$ cat src/rtl/regfile_pkg.sv
`default_nettype none
// ============================================================================
// regfile_pkg: sizes, types and constants for the RV32 integer register file.
// Rev 1.0
// ============================================================================
package regfile_pkg;

  localparam int unsigned WIDTH      = 32;
  localparam int unsigned REG_COUNT  = 32;
  localparam int unsigned ADDR_WIDTH = 5;

  typedef logic [ADDR_WIDTH-1:0] reg_addr_t;
  typedef logic [WIDTH-1:0]      reg_data_t;

  localparam reg_addr_t ZERO_REG = '0;

endpackage : regfile_pkg
`default_nettype wire

$ cat src/rtl/regfile_rd_port.sv
`default_nettype none
// ============================================================================
// regfile_rd_port: one read port with enable/x0 gating and optional bypass mux.
// Rev 1.0 -- bypass compiled in only when REGFILE_BYPASS_EN is defined.
// ============================================================================
module regfile_rd_port
  import regfile_pkg::*;
(
  input  logic      rd_en,
  input  reg_addr_t rd_addr,
  input  reg_data_t ram_data,
  input  logic      byp_valid,
  input  reg_addr_t byp_addr,
  input  reg_data_t byp_data,
  output reg_data_t rd_data
);

  logic w_rd_active;
  assign w_rd_active = rd_en && (rd_addr != ZERO_REG);

`ifdef REGFILE_BYPASS_EN
  // byp_valid already excludes x0 writes and writes under reset.
  logic w_byp_hit;
  assign w_byp_hit = byp_valid && (rd_addr == byp_addr);

  always_comb begin
    rd_data = '0;
    if (w_rd_active) begin
      rd_data = w_byp_hit ? byp_data : ram_data;
    end
  end
`else
  logic w_unused_byp;
  assign w_unused_byp = ^{byp_valid, byp_addr, byp_data};

  always_comb begin
    rd_data = '0;
    if (w_rd_active) begin
      rd_data = ram_data;
    end
  end
`endif

endmodule : regfile_rd_port
`default_nettype wire

$ cat src/rtl/regfile.sv
`default_nettype none
// ============================================================================
// regfile: 32x32 RV32 register file, 2 async reads, 1 sync write, x0 = 0.
// Rev 1.0 -- define REGFILE_BYPASS_EN for same-cycle write-through reads.
// ============================================================================
module regfile
  import regfile_pkg::*;
(
  input  logic      clk,
  input  logic      rst,
  input  logic      rs1_en,
  input  reg_addr_t rs1_addr,
  output reg_data_t rs1_data,
  input  logic      rs2_en,
  input  reg_addr_t rs2_addr,
  output reg_data_t rs2_data,
  input  logic      dest_en,
  input  reg_addr_t dest_addr,
  input  reg_data_t dest_data
);

  reg_data_t ram_q [0:REG_COUNT-1];
  reg_data_t ram_d [0:REG_COUNT-1];

  logic w_wr_valid;
  assign w_wr_valid = dest_en && !rst && (dest_addr != ZERO_REG);

  always_comb begin
    ram_d = ram_q;
    if (w_wr_valid) begin
      ram_d[dest_addr] = dest_data;
    end
  end

  always_ff @(posedge clk) begin
    if (rst) begin
      ram_q <= '{default: '0};
    end else begin
      ram_q <= ram_d;
    end
  end

  regfile_rd_port u_rd_port_rs1 (
    .rd_en     (rs1_en),
    .rd_addr   (rs1_addr),
    .ram_data  (ram_q[rs1_addr]),
    .byp_valid (w_wr_valid),
    .byp_addr  (dest_addr),
    .byp_data  (dest_data),
    .rd_data   (rs1_data)
  );

  regfile_rd_port u_rd_port_rs2 (
    .rd_en     (rs2_en),
    .rd_addr   (rs2_addr),
    .ram_data  (ram_q[rs2_addr]),
    .byp_valid (w_wr_valid),
    .byp_addr  (dest_addr),
    .byp_data  (dest_data),
    .rd_data   (rs2_data)
  );

endmodule : regfile
`default_nettype wire

$ cat config.mk
export PLATFORM = sky130hd
export DESIGN_NAME = regfile
export DESIGN_NICKNAME = d
export VERILOG_FILES = /design/src/rtl/regfile_pkg.sv /design/src/rtl/regfile_rd_port.sv /design/src/rtl/regfile.sv
export SDC_FILE = /design/constraint.sdc
export NUM_CORES = 2
export LEC_CHECK = 0
export BUFFER_PORTS_ARGS = -buffer_cell sky130_fd_sc_hd__buf_4
export CAP_MARGIN = 40
export CORE_AREA = 2 2 363 275
export CTS_BUF_LIST = sky130_fd_sc_hd__clkbuf_8
export DETAILED_ROUTE_END_ITERATION = 10
export DIE_AREA = 0 0 365 277
export PLACE_DENSITY_LB_ADDON = 0.2
export SLEW_MARGIN = 20
export SYNTH_ARGS = -nofsm -noshare
export SYNTH_HDL_FRONTEND = slang
export SYNTH_HIERARCHICAL = 1
export SYNTH_SLANG_ARGS = --single-unit
$ cat constraint.sdc
create_clock -name clk -period 3 [get_ports clk]
set_input_delay 0.15 -clock clk [delete_from_list [all_inputs] [get_ports clk]]
set_output_delay 0.15 -clock clk [all_outputs]
set_load 0.01 [all_outputs]
==> flow_metrics.env <==
export IMPL_fp_dieH_um=277
export IMPL_ir_worst_vdd_v=0.000440
export IMPL_overflow=0
export IMPL_largest_register="ram_q"
export IMPL_syn_avg_cell_area_um2=7.75
export IMPL_worstPathArrival_ns=2.82
export IMPL_start_util=0.544
export IMPL_pre_cts_ws_ns=0.542
export IMPL_fillCellCount=8744
export IMPL_layout_common_cells="nand2_1, mux2i_1, a21oi_1"
export IMPL_dieWidth_um=365
export IMPL_worst_clock_skew_ns=0
export IMPL_r2r_end="ram_q[837]"
export IMPL_syn2layout_area_growth_pct=13.1
export IMPL_r2r_start="ram_q[837]"
export IMPL_fin_crit_ns=2.97
export IMPL_grt_pass1_vias=47911
export IMPL_cts_setup_buffers=0
export IMPL_grt_max_degree=235
export IMPL_largestRegisters="ram_q x1024"
export IMPL_dp_hpwl_um=127000
export IMPL_first_iter_violations=8353
export IMPL_largest_register_ffs=1024
export IMPL_synthCells=6886
export IMPL_start_kind="register"
export IMPL_crit_fanout=3
export IMPL_maxSlewHeadroom=0.218
export IMPL_htree_levels=4
export IMPL_ant_nets=0
export IMPL_rrSetupSlack_ns=1.81
export IMPL_power_density_nw_per_um2=499
export IMPL_drtPass1Iterations=8
export IMPL_clk_insertion_delay_late_ns=0.89
export IMPL_crit_path_end_kind="output pin"
export IMPL_std_cell_rows=100
export IMPL_critPathKind="reg2out"
export IMPL_gp_congestion=0.908
export IMPL_grt_pass1_wl_um=309000
export IMPL_r2r_cells=3
export IMPL_hp_start="rst"
export IMPL_via_count=53027
export IMPL_maxCapViolCount=0
export IMPL_layout_commonest_cell="nand2_1"
export IMPL_drive_gt1_frac=0.101
export IMPL_track_usage=0.401
export IMPL_status="completed"
export IMPL_nNetsFinal=6847
export IMPL_setup_ws_ns=0.0285
export IMPL_grt_antenna_before_repair=4
export IMPL_period_share=0.990
export IMPL_cts_tree="done"
export IMPL_setup_viol=0
export IMPL_drc=0
export IMPL_fmax_mhz=337
export IMPL_die_area_um2=101000
export IMPL_slew_viol_final=0
export IMPL_hold_end="ram_q[836]"
export IMPL_root_buffer="clkbuf_8"
export IMPL_finalHoldViolations=0
export IMPL_leakage_nw=22.8
export IMPL_cp_required_ns=2.85
export IMPL_ys_warn_count=6
export IMPL_clk_pin_slew_ns=0.07
export IMPL_routedWlPerCell_um=25.6
export IMPL_rsz0062_at_grt="false"
export IMPL_cts_made_buffers=166
export IMPL_io_buffers=115
export IMPL_core_area_um2=98100
export IMPL_synth_nets=6938
export IMPL_tns_ns=0
export IMPL_clockBufferDepth=3
export IMPL_pin_count=116
export IMPL_hp_class="in2reg"
export IMPL_routed_wl_um=211000
export IMPL_whs_path_depth=3
export IMPL_worst_pin_slew_ns=1.17
export IMPL_avgViaCountPerCell=6.42
export IMPL_clock_sinks=1024
export IMPL_syn_area_um2=53300
-- power breakdown --
| part | total (mW) | internal [mW] | switching (mW) |
|---|---|---|---|
| combinational | 3.37 | 1.13 | 2.24 |
| sequential | 13.7 | 13.7 | 0.0439 |
| clock | 13.0 | 6.88 | 6.15 |
-- worst max-delay path, stage by stage, from the launching register on --
cell and delay (ns):
dfxtp_1 0.36, mux2i_1 0.09, a22o_1 0.24, nor3_1 0.38, a31oi_1 0.20, nand3_1 0.16, nand2_1 0.12, a21oi_1 0.23
buf_4 0.16
-- layout make-up --
class | instances | area, µm² | area share
clock buffer | 225 | 3100 | 0.0513
tap | 1326 | 1660 | 0.0275
sequential | 1024 | 20500 | 0.340
inverter | 2 | 7.51 | 0.000124
multi-input combinational | 5196 | 30500 | 0.505
antenna | 4 | 10.0 | 0.000166
clock inverter | 79 | 443 | 0.00734
timing repair buffer | 405 | 4140 | 0.0686
-- how the worst max path moves through the flow --
stage                   end  slack, ns  cells past startpoint         from
2_1_floorplan  rs1_data[17]       1.07                     10  rs1_addr[1]
3_3_place_gp    rs1_data[7]       0.54                      9  rs1_addr[2]
3_5_place_dp    rs1_data[7]       0.54                      9  rs1_addr[2]
4_1_cts        rs1_data[20]       0.08                      8   ram_q[788]
5_1_grt        rs2_data[20]       0.01                      8   ram_q[948]
6_report       rs1_data[30]       0.03                      8   ram_q[958]
-- metal layers --
| metal | global-route usage | routed length [µm] |
|---|---|---|
| met4 | 0.182 | 9630 |
| met2 | 0.557 | 85900 |
| met3 | 0.113 | 30400 |
| met1 | 0.572 | 85300 |
| met5 | 0 | 23 |
-- metrics by stage --
| stage | utilization | instances | area, µm² | hold WS, ns | total power, mW |
|---|---|---|---|---|---|
| floorplan | - | 6886 | 53300 | 0.297 | 15.9 |
| finish | 0.615 | 8261 | 60300 | 0.213 | 30.1 |
| detailed placement | 0.575 | 7910 | 56400 | 0.459 | 17.2 |
| CTS | 0.615 | 8257 | 60300 | 0.148 | 30.0 |
| global placement | 0.574 | 7906 | 56300 | 0.454 | 17.1 |
| global route | 0.615 | 8259 | 60300 | 0.203 | 30.8 |
-- repair_timing --
action / 4_1_cts / 5_1_grt
gates resized for setup: 0 / 1
hold buffers: 43 / 0
setup endpoints to repair: 0 / 1
endpoints found under the hold margin: 997 / 0
(Power assumes the default switching activity.)
